### src/rtl/async_fifo_wr_arbiter_pkg.sv
// rtl/async_fifo_wr_arbiter_pkg.sv - shared types and fifo_data field layout for the write arbiter
package async_fifo_pkg;

  typedef enum logic {
    IDLE  = 1'b0,
    GRANT = 1'b1
  } arb_state_t;

  // fifo_data layout is {id, last, payload}; the read-side demux uses the same offsets
  function automatic int fd_last_pos(input int data_width);
    return data_width;
  endfunction

  function automatic int fd_id_lsb(input int data_width);
    return data_width + 1;
  endfunction

  function automatic int fd_width(input int id_w, input int data_width);
    return id_w + 1 + data_width;
  endfunction

endpackage

### src/rtl/async_fifo_wr_arbiter_if.sv
// rtl/async_fifo_wr_arbiter_if.sv - requester and FIFO write-port bundle for the arbiter
interface async_fifo_wr_arbiter_if #(
  parameter int NUM_REQ    = 4,
  parameter int DATA_WIDTH = 8
);
  import async_fifo_pkg::*;

  localparam int ID_W = $clog2(NUM_REQ);
  localparam int FD_W = fd_width(ID_W, DATA_WIDTH);

  logic [NUM_REQ-1:0]            req_valid;
  logic [NUM_REQ-1:0]            req_ready;
  logic [NUM_REQ-1:0]            req_last;
  logic [NUM_REQ*DATA_WIDTH-1:0] req_data;
  logic [NUM_REQ-1:0]            req_enable;
  logic                          fifo_ready;
  logic                          fifo_valid;
  logic [FD_W-1:0]               fifo_data;
  logic                          busy;
  logic [ID_W-1:0]               grant_id;

  // Environment side: requesters plus the FIFO's ready
  modport master (
    output req_valid, req_last, req_data, req_enable, fifo_ready,
    input  req_ready, fifo_valid, fifo_data, busy, grant_id
  );

  // Arbiter side
  modport slave (
    input  req_valid, req_last, req_data, req_enable, fifo_ready,
    output req_ready, fifo_valid, fifo_data, busy, grant_id
  );

endinterface

### src/rtl/async_fifo_wr_arbiter_rr_priority_pick.sv
// rtl/async_fifo_wr_arbiter_rr_priority_pick.sv - first set bit at or after a rotating pointer
module rr_priority_pick #(
  parameter int NUM_REQ = 4,
  parameter int ID_W    = $clog2(NUM_REQ)
) (
  input  logic [NUM_REQ-1:0] eligible_i,
  input  logic [ID_W-1:0]    rr_ptr_i,
  output logic               found_o,
  output logic [ID_W-1:0]    idx_o
);

  int cand;

  // Scan rr_ptr_i, rr_ptr_i+1, ... with explicit wrap so non-power-of-two sizes work
  always_comb begin
    found_o = 1'b0;
    idx_o   = '0;
    cand    = 0;
    for (int k = 0; k < NUM_REQ; k++) begin
      cand = int'(rr_ptr_i) + k;
      if (cand >= NUM_REQ) cand = cand - NUM_REQ;
      if (!found_o && eligible_i[cand[ID_W-1:0]]) begin
        found_o = 1'b1;
        idx_o   = cand[ID_W-1:0];
      end
    end
  end

endmodule

### src/rtl/async_fifo_wr_arbiter.sv
// rtl/async_fifo_wr_arbiter.sv - round-robin burst-locked scheduler for one FIFO write port
module async_fifo_wr_arbiter
  import async_fifo_pkg::*;
#(
  parameter int NUM_REQ    = 4,
  parameter int DATA_WIDTH = 8,
  parameter int MAX_BURST  = 16
) (
  input logic                   clk_in,
  input logic                   reset_in,
  async_fifo_wr_arbiter_if.slave bus_io
);

  localparam int ID_W     = $clog2(NUM_REQ);
  localparam int CNT_W    = (MAX_BURST > 1) ? $clog2(MAX_BURST) : 1;
  localparam int LAST_POS = fd_last_pos(DATA_WIDTH);
  localparam int ID_LSB   = fd_id_lsb(DATA_WIDTH);
  localparam logic [CNT_W-1:0] CNT_LAST = CNT_W'(MAX_BURST - 1);
  localparam logic [ID_W-1:0]  ID_MAX   = ID_W'(NUM_REQ - 1);

  arb_state_t             state_q;
  logic [ID_W-1:0]        rr_ptr_q;
  logic [ID_W-1:0]        grant_id_q;
  logic [CNT_W-1:0]       burst_cnt_q;

  logic [NUM_REQ-1:0]     eligible;
  logic                   pick_found;
  logic [ID_W-1:0]        pick_idx;
  logic [DATA_WIDTH-1:0]  data_arr [NUM_REQ];
  logic                   cur_valid;
  logic                   cur_last;
  logic                   transfer;
  logic                   burst_end;
  logic [ID_W-1:0]        rr_next;

  for (genvar i = 0; i < NUM_REQ; i++) begin : g_slice
    assign data_arr[i] = bus_io.req_data[i*DATA_WIDTH +: DATA_WIDTH];
  end

  assign eligible = bus_io.req_valid & bus_io.req_enable;

  rr_priority_pick #(
    .NUM_REQ (NUM_REQ),
    .ID_W    (ID_W)
  ) u_pick (
    .eligible_i (eligible),
    .rr_ptr_i   (rr_ptr_q),
    .found_o    (pick_found),
    .idx_o      (pick_idx)
  );

  assign cur_valid = (state_q == GRANT) && bus_io.req_valid[grant_id_q];
  assign cur_last  = bus_io.req_last[grant_id_q];
  assign transfer  = cur_valid && bus_io.fifo_ready;
  // A forced split on the MAX_BURST-th beat leaves last=0; the packet resumes next grant
  assign burst_end = transfer && (cur_last || (burst_cnt_q == CNT_LAST));
  assign rr_next   = (grant_id_q == ID_MAX) ? '0 : grant_id_q + ID_W'(1);

  assign bus_io.fifo_valid = cur_valid;
  assign bus_io.busy       = (state_q == GRANT);
  assign bus_io.grant_id   = grant_id_q;

  // Only the granted requester sees the FIFO's ready, and only while in GRANT
  always_comb begin
    bus_io.req_ready = '0;
    if (state_q == GRANT) bus_io.req_ready[grant_id_q] = bus_io.fifo_ready;
  end

  // Tag the granted requester's beat with its ID and last flag
  always_comb begin
    bus_io.fifo_data                       = '0;
    bus_io.fifo_data[0 +: DATA_WIDTH]      = data_arr[grant_id_q];
    bus_io.fifo_data[LAST_POS]             = cur_last;
    bus_io.fifo_data[ID_LSB +: ID_W]       = grant_id_q;
  end

  // Arbitration FSM: one bubble cycle in IDLE, then pass-through until the burst ends
  always_ff @(posedge clk_in or posedge reset_in) begin
    if (reset_in) begin
      state_q     <= IDLE;
      rr_ptr_q    <= '0;
      grant_id_q  <= '0;
      burst_cnt_q <= '0;
    end else begin
      case (state_q)
        IDLE: begin
          if (pick_found) begin
            grant_id_q  <= pick_idx;
            burst_cnt_q <= '0;
            state_q     <= GRANT;
          end
        end
        GRANT: begin
          if (burst_end) begin
            rr_ptr_q <= rr_next;
            state_q  <= IDLE;
          end else if (transfer) begin
            burst_cnt_q <= burst_cnt_q + CNT_W'(1);
          end
        end
        default: state_q <= IDLE;
      endcase
    end
  end

endmodule

### src/flat_wrapper.sv
// flat-port wrapper written by rule: the top's interface ports become plain ports
module async_fifo_wr_arbiter_flat import async_fifo_pkg::*;
#(
  parameter int NUM_REQ    = 4,
  parameter int DATA_WIDTH = 8,
  parameter int MAX_BURST  = 16
)
  (clk_in, reset_in, bus_io_req_valid, bus_io_req_last, bus_io_req_data, bus_io_req_enable, bus_io_fifo_ready, bus_io_req_ready, bus_io_fifo_valid, bus_io_fifo_data, bus_io_busy, bus_io_grant_id);
  async_fifo_wr_arbiter_if #(.NUM_REQ(NUM_REQ), .DATA_WIDTH(DATA_WIDTH)) bus_io_i ();
  input logic clk_in;
  input logic reset_in;
  input wire logic [$bits(bus_io_i.req_valid)-1:0] bus_io_req_valid;
  input wire logic [$bits(bus_io_i.req_last)-1:0] bus_io_req_last;
  input wire logic [$bits(bus_io_i.req_data)-1:0] bus_io_req_data;
  input wire logic [$bits(bus_io_i.req_enable)-1:0] bus_io_req_enable;
  input wire logic [$bits(bus_io_i.fifo_ready)-1:0] bus_io_fifo_ready;
  output wire logic [$bits(bus_io_i.req_ready)-1:0] bus_io_req_ready;
  output wire logic [$bits(bus_io_i.fifo_valid)-1:0] bus_io_fifo_valid;
  output wire logic [$bits(bus_io_i.fifo_data)-1:0] bus_io_fifo_data;
  output wire logic [$bits(bus_io_i.busy)-1:0] bus_io_busy;
  output wire logic [$bits(bus_io_i.grant_id)-1:0] bus_io_grant_id;
  assign bus_io_i.req_valid = bus_io_req_valid;
  assign bus_io_i.req_last = bus_io_req_last;
  assign bus_io_i.req_data = bus_io_req_data;
  assign bus_io_i.req_enable = bus_io_req_enable;
  assign bus_io_i.fifo_ready = bus_io_fifo_ready;
  assign bus_io_req_ready = bus_io_i.req_ready;
  assign bus_io_fifo_valid = bus_io_i.fifo_valid;
  assign bus_io_fifo_data = bus_io_i.fifo_data;
  assign bus_io_busy = bus_io_i.busy;
  assign bus_io_grant_id = bus_io_i.grant_id;
  async_fifo_wr_arbiter #(.NUM_REQ(NUM_REQ), .DATA_WIDTH(DATA_WIDTH), .MAX_BURST(MAX_BURST)) u_core (.clk_in(clk_in), .reset_in(reset_in), .bus_io(bus_io_i));
endmodule
### config.mk
export PLATFORM = sky130hd
export DESIGN_NAME = async_fifo_wr_arbiter_flat
export DESIGN_NICKNAME = d
export VERILOG_FILES = /design/src/rtl/async_fifo_wr_arbiter_pkg.sv /design/src/rtl/async_fifo_wr_arbiter_if.sv /design/src/rtl/async_fifo_wr_arbiter_rr_priority_pick.sv /design/src/rtl/async_fifo_wr_arbiter.sv /design/src/flat_wrapper.sv
export SDC_FILE = /design/constraint.sdc
export NUM_CORES = 1
export LEC_CHECK = 0
export BUFFER_PORTS_ARGS = -buffer_cell sky130_fd_sc_hd__buf_4
export CAP_MARGIN = 40
export CORE_MARGIN = 10
export CORE_UTILIZATION = 43
export DETAILED_ROUTE_END_ITERATION = 10
export GPL_TIMING_DRIVEN = 0
export PLACE_DENSITY = 0.9
export SYNTH_ARGS = -nofsm -noshare
export SYNTH_HDL_FRONTEND = slang
export SYNTH_SLANG_ARGS = --single-unit
### constraint.sdc
create_clock -name clk_in -period 4.1 [get_ports clk_in]
set_clock_uncertainty 0.05 [all_clocks]
set_input_delay 0.205 -clock clk_in [delete_from_list [all_inputs] [get_ports clk_in]]
set_output_delay 0.205 -clock clk_in [all_outputs]
set_load 0.03 [all_outputs]
=== Word level (Yosys, flattened, before mapping) ===
Cells that the tools add are included.

* Add/subtract/negate cells: 9
* $lt $le $gt $ge: 11
* Equal/unequal tests: 5
* Muxes and demuxes: 38
* Bitwise logic cells: 4
* Reductions and logical operators: 14

{| class="wikitable"
|+ Operators with widths
! cell !! count
|-
| 2-bit 2-to-1 mux || 9
|-
| 8-bit binary-select mux with 2-bit select || 1
|-
| 4-bit 2-to-1 mux || 4
|-
| 8-bit 2-to-1 mux || 2
|-
| 2-bit by 3-bit less-than comparator with 1-bit output (second input constant) || 5
|-
| 1-bit 2-to-1 mux || 13
|-
| 1-bit binary-select mux with 2-bit select || 6
|-
| 3-bit greater-or-equal comparator (second input constant) || 4
|-
| 4-bit AND || 2
|-
| 4-bit one-hot mux with 2 select lines || 1
|-
| 2-bit by 1-bit subtractor with 2-bit output (second input constant) || 4
|-
| 1-bit logical AND || 7
|-
| 2-bit by 2-bit adder with 3-bit output (second input constant) || 2
|-
| 4-bit by 1-bit adder with 4-bit output (second input constant) || 1
|-
| 4-bit == test (second input constant) || 1
|-
| 2-bit inequality test (second input constant) || 2
|-
| 2-bit AND reduction || 2
|-
| 2-bit by 1-bit adder with 3-bit output (second input constant) || 1
|-
| 2-bit by 3-bit greater-or-equal comparator with 1-bit output (second input constant) || 1
|-
| 1-bit zero test || 3
|-
| 2-bit NOT with 3-bit output || 1
|-
| 3-bit AND reduction || 1
|-
| 2-bit by 1-bit adder with 2-bit output (second input constant) || 1
|-
| 1-bit demux with 2-bit select || 1
|-
| other kinds (6) || 6
|}

* Register bits: 9
* Bits of input ports: 47
* Output and inout bits: 19
* Logic and storage cells: 85

=== Longest topological paths before layout ===
* Depth after elaboration: 16
* Depth in mapped cells: 5
* Gate-level depth less buffers: 5

=== By module ===
Synthesis repeated with hierarchy kept, for this count alone.

* Cell total of the unflattened synthesis: 89
* Area, all modules: 904.6 um2

{| class="wikitable"
|+ Modules (own cells, without submodules)
! module !! times used !! cells an instance !! area an instance (um2) !! sequential area each (um2)
|-
| async_fifo_wr_arbiter || 1 || 74 || 827.0 || 225.2
|-
| rr_priority_pick || 1 || 15 || 77.6 || 0.0
|}

=== Worst setup path after synthesis ===
OpenSTA, ideal clock, no wires.

* Path kind: register to register
* Start: register u_core.grant_id_q[0], in the netlist u_core.bus_io.grant_id[0]
* End: register u_core.rr_ptr_q[1]
* Library setup time: 0.125 ns
* Arrival: 1.911 ns
* Data required time: 3.925 ns
* Setup slack: 2.014 ns
* Stages on the path, launching flop included: 4
* Path buffers: 0
* Period minus slack after synthesis: 2.086 ns
* Path through: dfrtp_1 mux4_2 o2111ai_2 mux2_2

* Elaborated cells between the ends (all ways): 12
* Those cells by class: add/sub: 1; eq/ne: 1; mux: 5; reduce/logical: 5

{| class="wikitable"
|+ RTL lines
! element !! line !! text
|-
| start: declaration || async_fifo_wr_arbiter.sv:23 || <nowiki>logic [ID_W-1:0] grant_id_q;</nowiki>
|-
| start signal: assignment || async_fifo_wr_arbiter.sv:88 || <nowiki>grant_id_q <= pick_idx;</nowiki>
|-
| 1-bit binary-select mux with 2-bit select || async_fifo_wr_arbiter.sv:53 || <nowiki>assign cur_last = bus_io.req_last[grant_id_q];</nowiki>
|-
| 1-bit 2-to-1 mux (not written as such) || async_fifo_wr_arbiter.sv:53 ||
|-
| via u_core.cur_last || async_fifo_wr_arbiter.sv:31 || <nowiki>logic cur_last;</nowiki>
|-
| 1-bit logical OR || async_fifo_wr_arbiter.sv:56 || <nowiki>assign burst_end = transfer && (cur_last || (burst_cnt_q == CNT_LAST));</nowiki>
|-
| 1-bit logical AND || async_fifo_wr_arbiter.sv:56 ||
|-
| 2-bit AND reduction (no source line) || -- ||
|-
| end signal: assignment || async_fifo_wr_arbiter.sv:95 || <nowiki>rr_ptr_q <= rr_next;</nowiki>
|-
| end: declaration || async_fifo_wr_arbiter.sv:22 || <nowiki>logic [ID_W-1:0] rr_ptr_q;</nowiki>
|}

The timed path passes the listed nets, and every way through them passes these cells. The select of a mux whose other input is x is not followed.
A chain may end at the register's enable or synchronous reset.

=== Final worst setup path ===
* Start: register u_core.grant_id_q[0], in the netlist u_core.bus_io.grant_id[0]
* End: output port bus_io_fifo_data[2]

* Longest elaborated chain between the ends: 4

{| class="wikitable"
|+ Ends and longest elaborated chain
! element !! line !! text
|-
| 2-bit NOT with 3-bit output (not written as such) || async_fifo_wr_arbiter.sv:72 || <nowiki>bus_io.fifo_data[0 +: DATA_WIDTH] = data_arr[grant_id_q];</nowiki>
|-
| 8-bit binary-select mux with 2-bit select || async_fifo_wr_arbiter.sv:72 ||
|-
| 8-bit 2-to-1 mux (not written as such) (2 in a row) || async_fifo_wr_arbiter.sv:72 ||
|-
| end: declaration || flat_wrapper.sv:19 || <nowiki>output wire logic [$bits(bus_io_i.fifo_data)-1:0] bus_io_fifo_data;</nowiki>
|}

No other way between the ends. The select of a mux whose other input is x is not followed.

==> flow_summary.yaml <==
die:
  fp-row-count: 16
  initial_core_util_pct: 45.2
  die_y_microns: 65.2
  core-area_sq_mm: 0.00194
  dieArea_sq_mm: 0.00425
  die_w_microns: 65.2
  ioPinCount: 66
layout:
  nNetsFinal: 204
  final_cells: 178
  multi_input_area_sq_um: 591
  regArea_sq_um: 225
  layout-drive-gt1-share_pct: 57.0
  diodes: 0
  syn2layout_area_growth_pct: 63.6
  nFillCells: 135
cts:
  clock-root-buffer: "clkbuf_4"
  clock_sinks: 9
  clkTransAtPathRegs_ps: 60
  clk_path_buf_depth: 2
  htreeDepth: 1
  ctsResizeCount: 0
  cts_buffers: 3
  clk_latency_ps: 260
  cts_tree: "built"
detailed_routing:
  wl_met3_microns: 297
  dr_total_vias: 994
  routed_via_density: 5.58
  wl_per_cell_microns: 19.0
  wl_met1_mm: 1.10
  drc: 0
  antenna_left: 0
  drt_iter0_drc: 51
  wl_mm: 3.38
  wl_met2_mm: 1.91
  highest_layer: "met4"
  dr.pass1.iters: 5
placement:
  hpwl_mm: 2.81
  io_buffers: 65
  gp_congestion: 0.764
  dp_cells: 173
grt:
  grt_pass1_vias: 1044
  grt_first_pass_wirelength_mm: 5.09
  antenna_found_initial: 0
  grt-ovfl-total: 0
  grt_util_all_layers_pct: 14.6
  grt_max_degree: 11
logic_synthesis:
  ys_ff_latch: 9
  synth_top_area_share_pct: 25.7
  synth_ff_type: "dfrtp_1"
  synth_top_cell_by_area: "dfrtp_1"
  synth_fp_nets: 133
  netlist_area_sq_um: 877
  netlist_instances: 81
  yosysSeqAreaShare_pct: 25.7
  synth.distinct_cells: 34
  synth-edff-count: 0
  synth.avg_cell_area_sq_um: 10.8
  synth.area.top_cells: "dfrtp_1 26%, mux4_2 26%, ha_1 7.1%, and3_1 4.3%, nand2_1 3.4%"
  yosysWarningCount: 0
  synthArstFlopShare_pct: 100
sta:
  fin_setup_tns_ps: 0
  worstMarginPinSlew_ps: 572
  fin_crit_sh_pct: 52.4
  finalHoldViolCount: 0
  rsz0062_at_grt: "false"
  finalMaxSlewViolations: 0
  fmax_mhz: 465
  setup_viol: 0
  min_period_ps: 2150
  relSlewSlack_pct: 61.9
outcome:
  status: "complete, no violations"
min_path:
  hold_path_class: "input port to flop"
critical_path:
  start_kind: "flop"
  end_kind: "primary output"
  cp.required_ps: 3850
  crit_type: "flop to primary output"
  arrival_ps: 1900
  crit_fanout: 10
power:
  leakagePower_nw: 0.723
  irDropWorstVdd_uv: 363
  power_density_mw_per_mm2: 647
flow_run:
  drv_cap: 0
[path summary, 6_finish.rpt]
kind / startpoint / slack (ps) / depth (start not counted) / end
max: u_core.bus_io.grant_id[0] / 1950 / 3 / bus_io_fifo_data[2]
min: bus_io_req_enable[3] / 290 / 3 / u_core.bus_io.grant_id[0]
max reg2reg: u_core.bus_io.grant_id[0] / 2000 / 4 / u_core.burst_cnt_q[2]
min reg2reg: u_core.burst_cnt_q[0] / 480 / 1 / u_core.burst_cnt_q[0]
max in group asynchronous: reset_in / 3330 / 3 / u_core.bus_io.grant_id[1]
min in group asynchronous: reset_in / 420 / 3 / u_core.burst_cnt_q[1]
[power by group]
group,leakage [nW],total [mW],switching [mW],internal [mW]
clock network,0.0150,0.0689,0.0314,0.0375
logic,0.597,0.686,0.375,0.311
registers,0.111,0.174,0.0513,0.123
total,0.723,0.929,0.458,0.471
[synthesized netlist by cell type, types with 2 or more instances]
cell type	instances
o31ai_1	2
a21oi_1	2
and3_1	6
inv_1	7
dfrtp_1	9
nand2_1	8
buf_4	3
ha_1	5
mux2_2	2
o21ai_0	2
nand3_1	3
mux4_2	10
[through the flow]
step / power (mW) / setup WS [ps] / util [%] / area (sq um) / hold WS [ps]
2_1_floorplan: 0.627 / 2010 / - / 877 / -17.1
5_1_grt: 0.983 / 1830 / 73.9 / 1440 / 290
3_5_place_dp: 0.860 / 2010 / 72.0 / 1400 / 136
6_report: 0.929 / 1950 / 73.9 / 1440 / 289
4_1_cts: 0.928 / 1930 / 73.9 / 1440 / 272
3_3_place_gp: 0.841 / 2070 / 72.0 / 1400 / 128
[layout make-up]
class                      instances  area share [%]
multi-input combinational         59            41.2
timing repair buffer              66            34.7
sequential                         9            15.7
buffer                             6            2.44
tap                               27            2.35
clock buffer                       4            1.83
inverter                           7            1.83
[state kept, by name (all words and copies together) (netlist names)]
register and cells:
u_core.burst_cnt_q 4, u_core.bus_io.busy 1, u_core.bus_io.grant_id 2, u_core.rr_ptr_q 2
[repair_timing]
item	4_1_cts	5_1_grt
setup buffers	0	0
hold buffers	1	0
hold endpoints to repair	9	0
[cells in the final DEF (no fill, tap or decap), drive strengths merged]
master / netlist / layout
buf: 5 / 70
mux4: 10 / 10
dfrtp: 9 / 9
nand2: 8 / 8
inv: 7 / 7
and3: 6 / 6
ha: 5 / 5
clkbuf: 1 / 5
nand3: 4 / 4
a21oi: 2 / 2
mux2: 2 / 2
o31ai: 2 / 2
o21ai: 2 / 2
a21boi: 2 / 2
o21bai: 1 / 1
a2bb2o: 1 / 1
a41o: 1 / 1
or3: 1 / 1
nand2b: 1 / 1
o41ai: 1 / 1
a31o: 1 / 1
a41oi: 1 / 1
o2111ai: 1 / 1
o221ai: 1 / 1
nor4b: 1 / 1
a21o: 1 / 1
mux2i: 1 / 1
o22ai: 1 / 1
and2: 1 / 1
a22o: 1 / 1
dlygate4sd3: 0 / 1
[worst max-delay path, stage by stage, from the launching register on]
cell,delay [ps]
dfrtp_1,520
buf_2,370
mux4_2,550
buf_4,180
[logic make-up after synthesis]
kind of cell	Yosys count	share of synthesized area, %
and+or+nand+nor	22	13.7
AOI/OAI and AO/OA	19	17.1
buffers and inverters	13	6.99
muxes	13	29.4
DFF	9	25.7
adders and majority gates	5	7.13
[layer usage]
layer  track usage [%]  vias up
met5                 0        -
met4              5.61        0
met3              3.39        8
met2              27.0       53
met1              15.6      477
li1                  -      456
No activity file was read; power rests on OpenSTA's default activity.
